**src/rtl/oam_dma.sv**
```systemverilog
// Sprite DMA for $4014: halts the CPU, copies one 256-byte page into PPU OAMDATA.
// Build option: define OAM_DMA_ADDR_CLR_EN to zero OAMADDR before the first byte.
module oam_dma #(
    parameter int RD_LAT   = 1,
    parameter int CS_WIDTH = 1
) (
    input  logic        clk,
    input  logic        rst,
    input  logic        dma_we,
    input  logic [7:0]  dma_page,
    output logic        cpu_halt,
    output logic        busy,
    output logic        done,
    output logic        mem_rd,
    output logic [15:0] mem_addr,
    input  logic [7:0]  mem_data_i,
    output logic        ppu_cs,
    output logic        ppu_rw,
    output logic [2:0]  ppu_addr,
    output logic [7:0]  ppu_data_o
);

    typedef enum logic [3:0] {
        S_IDLE,
        S_HALT,
        S_ALIGN,
        S_CLR,
        S_GAP,
        S_READ,
        S_WAIT,
        S_WRITE,
        S_DONE
    } state_t;

    localparam logic [7:0] LAT_LAST = 8'(RD_LAT - 1);
    localparam logic [7:0] CS_LAST  = 8'(CS_WIDTH - 1);

`ifdef OAM_DMA_ADDR_CLR_EN
    localparam state_t FIRST_ST = S_CLR;
`else
    localparam state_t FIRST_ST = S_READ;
`endif

    state_t     state_reg, state_next;
    logic [7:0] cnt_reg, cnt_next;
    logic [7:0] idx_reg, idx_next;
    logic [7:0] page_reg, page_next;
    logic [7:0] data_reg, data_next;
    logic       odd_reg;

    always_comb begin
        state_next = state_reg;
        cnt_next   = cnt_reg;
        idx_next   = idx_reg;
        page_next  = page_reg;
        data_next  = data_reg;
        case (state_reg)
            S_IDLE: begin
                if (dma_we) begin
                    page_next  = dma_page;
                    idx_next   = 8'd0;
                    state_next = S_HALT;
                end
            end
            S_HALT: begin
                cnt_next   = 8'd0;
                state_next = odd_reg ? S_ALIGN : FIRST_ST;
            end
            S_ALIGN: state_next = FIRST_ST;
            S_CLR: begin
                if (cnt_reg == CS_LAST) begin
                    cnt_next   = 8'd0;
                    state_next = S_GAP;
                end else begin
                    cnt_next = cnt_reg + 8'd1;
                end
            end
            S_GAP: state_next = S_READ;
            S_READ: begin
                cnt_next   = 8'd0;
                state_next = S_WAIT;
            end
            S_WAIT: begin
                // Memory data is only valid on the final wait cycle.
                if (cnt_reg == LAT_LAST) begin
                    cnt_next   = 8'd0;
                    data_next  = mem_data_i;
                    state_next = S_WRITE;
                end else begin
                    cnt_next = cnt_reg + 8'd1;
                end
            end
            S_WRITE: begin
                if (cnt_reg == CS_LAST) begin
                    cnt_next = 8'd0;
                    if (idx_reg == 8'hFF) begin
                        state_next = S_DONE;
                    end else begin
                        idx_next   = idx_reg + 8'd1;
                        state_next = S_READ;
                    end
                end else begin
                    cnt_next = cnt_reg + 8'd1;
                end
            end
            S_DONE: begin
                idx_next   = 8'd0;
                state_next = S_IDLE;
            end
            default: state_next = S_IDLE;
        endcase
    end

    // Outputs are decoded from the next state so they line up with the state register.
    always_ff @(posedge clk) begin
        if (rst) begin
            state_reg  <= S_IDLE;
            cnt_reg    <= 8'd0;
            idx_reg    <= 8'd0;
            page_reg   <= 8'd0;
            data_reg   <= 8'd0;
            odd_reg    <= 1'b0;
            cpu_halt   <= 1'b0;
            busy       <= 1'b0;
            done       <= 1'b0;
            mem_rd     <= 1'b0;
            mem_addr   <= 16'h0000;
            ppu_cs     <= 1'b0;
            ppu_rw     <= 1'b1;
            ppu_addr   <= 3'd0;
            ppu_data_o <= 8'h00;
        end else begin
            state_reg  <= state_next;
            cnt_reg    <= cnt_next;
            idx_reg    <= idx_next;
            page_reg   <= page_next;
            data_reg   <= data_next;
            odd_reg    <= ~odd_reg;
            cpu_halt   <= state_next inside {S_HALT, S_ALIGN, S_CLR, S_GAP, S_READ, S_WAIT, S_WRITE};
            busy       <= state_next inside {S_HALT, S_ALIGN, S_CLR, S_GAP, S_READ, S_WAIT, S_WRITE};
            done       <= (state_next == S_DONE);
            mem_rd     <= (state_next == S_READ);
            mem_addr   <= (state_next == S_READ) ? {page_next, idx_next} : 16'h0000;
            ppu_cs     <= state_next inside {S_CLR, S_WRITE};
            ppu_rw     <= !(state_next inside {S_CLR, S_WRITE});
            ppu_addr   <= (state_next == S_WRITE) ? 3'd4 :
                          (state_next == S_CLR)   ? 3'd3 : 3'd0;
            ppu_data_o <= (state_next == S_WRITE) ? data_next : 8'h00;
        end
    end

endmodule

```
**config.mk**
```make
export PLATFORM = sky130hd
export DESIGN_NAME = oam_dma
export DESIGN_NICKNAME = d
export VERILOG_FILES = /design/src/rtl/oam_dma.sv
export SDC_FILE = /design/constraint.sdc
export NUM_CORES = 1
export LEC_CHECK = 0
export BUFFER_PORTS_ARGS = -buffer_cell sky130_fd_sc_hd__buf_4
export CORE_MARGIN = 2
export CORE_UTILIZATION = 30
export CTS_CLUSTER_DIAMETER = 40
export DETAILED_ROUTE_END_ITERATION = 12
export SLEW_MARGIN = 25
export SYNTH_ARGS = -nofsm -noshare
export SYNTH_HDL_FRONTEND = slang
export SYNTH_SLANG_ARGS = --single-unit
```
**constraint.sdc**
```tcl
create_clock -name clk -period 1.95 [get_ports clk]
set_clock_uncertainty 0.05 [all_clocks]
set_input_delay 0.0975 -clock clk [delete_from_list [all_inputs] [get_ports clk]]
set_output_delay 0.0975 -clock clk [all_outputs]
set_load 0.01 [all_outputs]
```
==> results of run 1 <==
## kinds of logic (layout without fill, tap and decap cells)
family	after synthesis	count (layout)	synth area share (%)
buffers and inverters	19	127	3.373
adders and majority gates	3	3	1.425
muxes	18	18	6.841
DFF	68	68	51.69
and+or+nand+nor	116	116	23.52
AOI/OAI and AO/OA	48	48	13.16
## worst max-delay path by stage
stage,endpoint,slack (ns),cells past startpoint
6_report,mem_addr[10],-0.08,8
3_3_place_gp,mem_addr[0],-0.11,8
5_1_grt,mem_addr[10],-0.17,8
4_1_cts,mem_addr[13],-0.09,8
2_1_floorplan,mem_addr[14],0.02,8
3_5_place_dp,mem_addr[15],-0.13,8
## per-stage QoR
step	util, %	instances	setup TNS [ns]	worst slack [ns]	power, mW
3_5_place_dp	39.02	455	-2.908	-0.1336	1.889
2_1_floorplan	-	272	0	0.02245	1.722
5_1_grt	44.05	488	-5.300	-0.1750	3.069
6_report	44.05	488	-1.302	-0.07767	2.934
3_3_place_gp	39.02	455	-1.953	-0.1112	1.887
4_1_cts	43.44	487	-1.368	-0.08613	2.949
## metal layers
metal	GRT usage (%)	wire length, um
met1	17.55	3072
met2	20.74	2720
met3	3.525	303
met4	6.731	127
met5	0	0
## power by group
part,switching [mW],total (mW),internal [mW]
clock network,0.532,1.02,0.493
logic,0.230,0.448,0.217
registers,0.0281,1.46,1.43
total,0.790,2.93,2.14
## timing repair
action	CTS	global route
setup endpoints to repair	42	50
hold buffers	16	0
endpoints found under the hold margin	19	0
pin swaps	0	3
setup buffers	0	1
gates cloned	0	0
resized for setup	12	9
## synthesized netlist by cell type, types with 2 or more instances
| cell | n | area [sq um] |
|---|---|---|
| a311oi_1 | 4 | 35.03 |
| buf_4 | 2 | 15.01 |
| and3_1 | 3 | 18.77 |
| mux2i_1 | 18 | 180.2 |
| clkbuf_1 | 7 | 26.28 |
| inv_1 | 6 | 22.52 |
| a21oi_1 | 13 | 65.06 |
| buf_2 | 2 | 10.01 |
| ha_1 | 3 | 37.54 |
| nand4_1 | 2 | 12.51 |
| nor2_1 | 35 | 131.4 |
| o21ai_0 | 10 | 50.05 |
| nor3_1 | 32 | 160.2 |
| a211oi_1 | 2 | 15.01 |
| nand3_1 | 5 | 25.02 |
| dfxtp_1 | 68 | 1361 |
| or3_1 | 2 | 12.51 |
| nand2b_1 | 3 | 18.77 |
| nand3b_1 | 5 | 37.54 |
| nor2b_1 | 6 | 37.54 |
| o211ai_1 | 3 | 22.52 |
| nand2_1 | 10 | 37.54 |
| or2_2 | 3 | 18.77 |
| nor4_1 | 2 | 12.51 |
## critical path: stages (launching register included)
cell	delay, ns
dfxtp_2	0.33
inv_2	0.07
ha_4	0.13
or4b_4	0.48
nor4_4	0.20
a211oi_4	0.14
o211ai_4	0.28
buf_6	0.19
nor3_2	0.05
## area by class of cell
type | instances | area (sq um)
Multi-Input combinational cell | 185 | 1269
Inverter | 6 | 22.52
Clock inverter | 6 | 40.04
Sequential cell | 68 | 1364
Tap cell | 108 | 135.1
Clock buffer | 10 | 137.6
Fill cell | 854 | 4832
Timing Repair Buffer | 105 | 835.8
==> run summary, run 1 <==
Netlist cell types = 50
fin nets = 397
worst slew pin tran = 0.6567 ns
fin crit period = 2.028 ns
clk slew on worst S/H paths = 0.07 ns
Setup Viol. Count Final = 32
status = finished with violations
IO Port Bufs = 51
hold path endpoint = ppu_addr[2]
grt ovf = 0
Die Width = 97.70 um
hold path cells = 2
required time of the worst setup path = 2.13 ns
crit end category = register
cell count after synthesis = 272
via-per-instance ratio = 4.803
synth-to-layout area growth = 44.42%
most common cell after layout, fill and taps aside = buf_4
Detailed Place HPWL = 4254 um
vias in the first global route = 2,312
max reg flops = 16
hold slack = 0.09294 ns
PnR worst setup slack = -0.07767 ns
maximum clock frequency = 0.4932 GHz
commonest non-fill, non-tap cells in the layout = buf_4 (87), dfxtp_1 (66), nor2_1 (34)
beginning of the critical path = cnt_reg[0]
r2r endpoint = mem_addr[10]
Routed wire per std cell = 12.75 um
critical path arrival = 2.20 ns
Antenna Nets Post-Route = 0
Synth Cell Area = 2634 sq um
I/O pin count = 52
H-Tree Depth = 3
die area = 9544 sq um
worst relative slew slack = 56.03%
Core Region = 8636 sq um
clk_lat worst skew = 0.34 ns
clock sinks = 68
Yosys reg bits = 68
drc violations = 0
largest net degree at the start of global routing = 32
worst reg2reg startpoint = cnt_reg[0]
WL final = 6224 um
RSZ-0062 raised after global routing = true
sequential share of the synthesized area = 51.69%
Max IR drop VDD = 0.0005032 V
total CTS buffers = 9
type of the most critical hold path = input pin to register
power density over the cells = 771.3 nW/um^2
startpoint of the worst hold path = rst
layout cell share with drive strength beyond 1 = 35.53%
Overall Global Routing Usage = 13.51%
DR pass1 iterations = 4
FFs w/ async S/R, synth = 0%
Top reg by flops = mem_addr
initial core utilization = 30.50%
fin crit share = 104.0%
Synthesis Warnings = 0
Synth Flop Type = dfxtp_1
Max FO, Critical Path = 7
Fin. Hold Viols = 0
syn nets = 294
final instance area = 3804 sq um
placed instance area = 3369 sq um
routed via count = 2,344
max-cap check violation count = 0
routability congestion estimate = 0.7674
WS Path Type = register to register
DRT iter0 DRCs = 43
Clock Path Buffers = 2
first-pass GRT wire length = 10,550 um
initial antenna violation count = 0
Die Height = 97.70 um
r2r setup slk = -0.08 ns
TritonCTS clock tree = yes
# rows = 34
diode count = 0
fin. max-slew vios = 0
startpoint types = register
Leak = 1.603 nW
FF-to-FF path depth = 8
Root Buffer Master = clkbuf_8
Avg Cell Area, Syn = 9.683 sq um
failing checks = setup timing
Post-synth EDFFs = 0
Power figures use the tool's default switching activity.
==> inputs of run 2 (changes only) <==
RECOVER_POWER = 50   (was unset)
==> run summary, run 2 (synthesized netlist as in run 1, its figures left out) <==
status = finished with violations
failing checks = setup timing
fin. max-slew vios = 0
clk slew on worst S/H paths = 0.07 ns
via-per-instance ratio = 4.789
crit end category = register
total CTS buffers = 9
Slowest Stage Delay on Critical Path = 0.48 ns
clock sinks = 68
routed via count = 2,337
Overall Global Routing Usage = 13.51%
IO Port Bufs = 51
most common cell after layout, fill and taps aside = dfxtp_1
I/O pin count = 52
startpoint of the worst hold path = rst
Top reg by flops = mem_addr
worst relative slew slack = 55.50%
DR pass1 iterations = 4
routability congestion estimate = 0.7674
FF-to-FF path depth = 8
Clock Path Buffers = 2
worst slew pin tran = 0.6646 ns
largest net degree at the start of global routing = 32
Critical Path End = mem_addr[10]
placed instance area = 3369 sq um
Setup Viol. Count Final = 32
Routed wire per std cell = 12.68 um
critical path arrival = 2.20 ns
startpoint types = register
Crit path max-delay family = simple AND/OR/NAND/NOR gates
r2r setup slk = -0.08 ns
maximum clock frequency = 0.4935 GHz
required time of the worst setup path = 2.12 ns
Detailed Place HPWL = 4254 um
diode count = 0
r2r endpoint = mem_addr[10]
WL final = 6189 um
PnR worst setup slack = -0.07618 ns
Core Region = 8636 sq um
drc violations = 0
metal3 WL = 283 um
type of the most critical hold path = input pin to register
max-cap check violation count = 0
fin crit share = 103.9%
worst path bufs/invs = 2
initial core utilization = 30.50%
first-pass GRT wire length = 10,550 um
fin nets = 397
Fin Setup TNS = -1.220 ns
DRT iter0 DRCs = 56
die area = 9544 sq um
Max IR drop VDD = 0.0005014 V
beginning of the critical path = cnt_reg[0]
hold slack = 0.08898 ns
TritonCTS clock tree = yes
max reg flops = 16
uppermost layer routed = met4
Leak = 1.492 nW
initial antenna violation count = 0
# rows = 34
Antenna Nets Post-Route = 0
power density over the cells = 787.7 nW/um^2
Root Buffer Master = clkbuf_8
Max FO, Critical Path = 7
crit path cell chain = inv_2 > ha_4 > or4b_4 > nor4_4 > a211oi_4 > o211ai_4 > buf_6 > nor3_2
RSZ-0062 raised after global routing = true
H-Tree Depth = 3
fin crit period = 2.026 ns
Final Util = 42.92%
Critical-path top delay cell = or4b_4
worst slack at placement = -0.1336 ns
worst reg2reg startpoint = cnt_reg[0]
met2 wire len = 2727 um
grt ovf = 0
layout cell share with drive strength beyond 1 = 28.68%
WS Path Type = register to register
final instance area = 3706 sq um
clk_lat worst skew = 0.34 ns
Die Height = 97.70 um
Die Width = 97.70 um
Fin. Hold Viols = 0
WP depth = 8
WL met1 = 3061 um
commonest non-fill, non-tap cells in the layout = dfxtp_1 (66), buf_4 (61), nor2_1 (34)
synth-to-layout area growth = 40.71%
vias in the first global route = 2,312
## run 2: changes by cell type in the layout (fill, tap and decap cells not counted), sizes merged
cell    before  now
buf         89   63
clkbuf      10   36
## run 2: worst reg2reg max path, stage by stage, from the launching register on
cell      delay, ns
dfxtp_2        0.33
inv_2          0.07
ha_4           0.13
or4b_4         0.48
nor4_4         0.20
a211oi_4       0.13
o211ai_4       0.28
buf_6          0.19
nor3_2         0.05
## run 2: timing repair
item	in CTS	in global routing
pin swaps	0	3
gates cloned	0	0
setup endpoints to repair	42	50
hold buffers	16	0
hold endpoints to repair	19	0
resized for setup	12	9
setup buffers	0	1
## run 2: metal layers
metal  track usage [%]  vias up
met4             6.731        0
met5                 0        -
met2             20.74       56
met3             3.525       11
met1             17.55     1087
li1                  -     1183
## run 2: metrics by stage
| stage | instances | power [mW] |
|---|---|---|
| 6_report | 488 | 2.919 |
| 5_1_grt | 488 | 3.060 |
| 4_1_cts | 487 | 2.949 |
| 3_5_place_dp | 455 | 1.889 |
| 3_3_place_gp | 455 | 1.887 |
| 2_1_floorplan | 272 | 1.722 |
## run 2: layout make-up
type	instances	area, sq um
fill	877	4930
sequential	68	1364
multi-input combinational	185	1269
timing repair buffer	105	738.2
clock buffer	10	137.6
tap	108	135.1
clock inverter	6	40.04
inverter	6	22.52
## run 2: worst min path at each step
| stage | endpoint | slack (ns) | depth (start not counted) |
|---|---|---|---|
| after floorplan | data_reg[0] | 0.21 | 2 |
| after global placement | data_reg[4] | 0.30 | 3 |
| after detailed placement | page_reg[5] | 0.31 | 3 |
| after CTS | ppu_addr[2] | 0.08 | 2 |
| after global routing | ppu_addr[2] | 0.12 | 2 |
| final | odd_reg | 0.09 | 2 |
## run 2: where the power goes
part	switching (mW)	internal, mW	total (mW)
clock network	0.527	0.493	1.02
registers	0.0265	1.43	1.46
logic	0.230	0.209	0.439
total	0.784	2.14	2.92
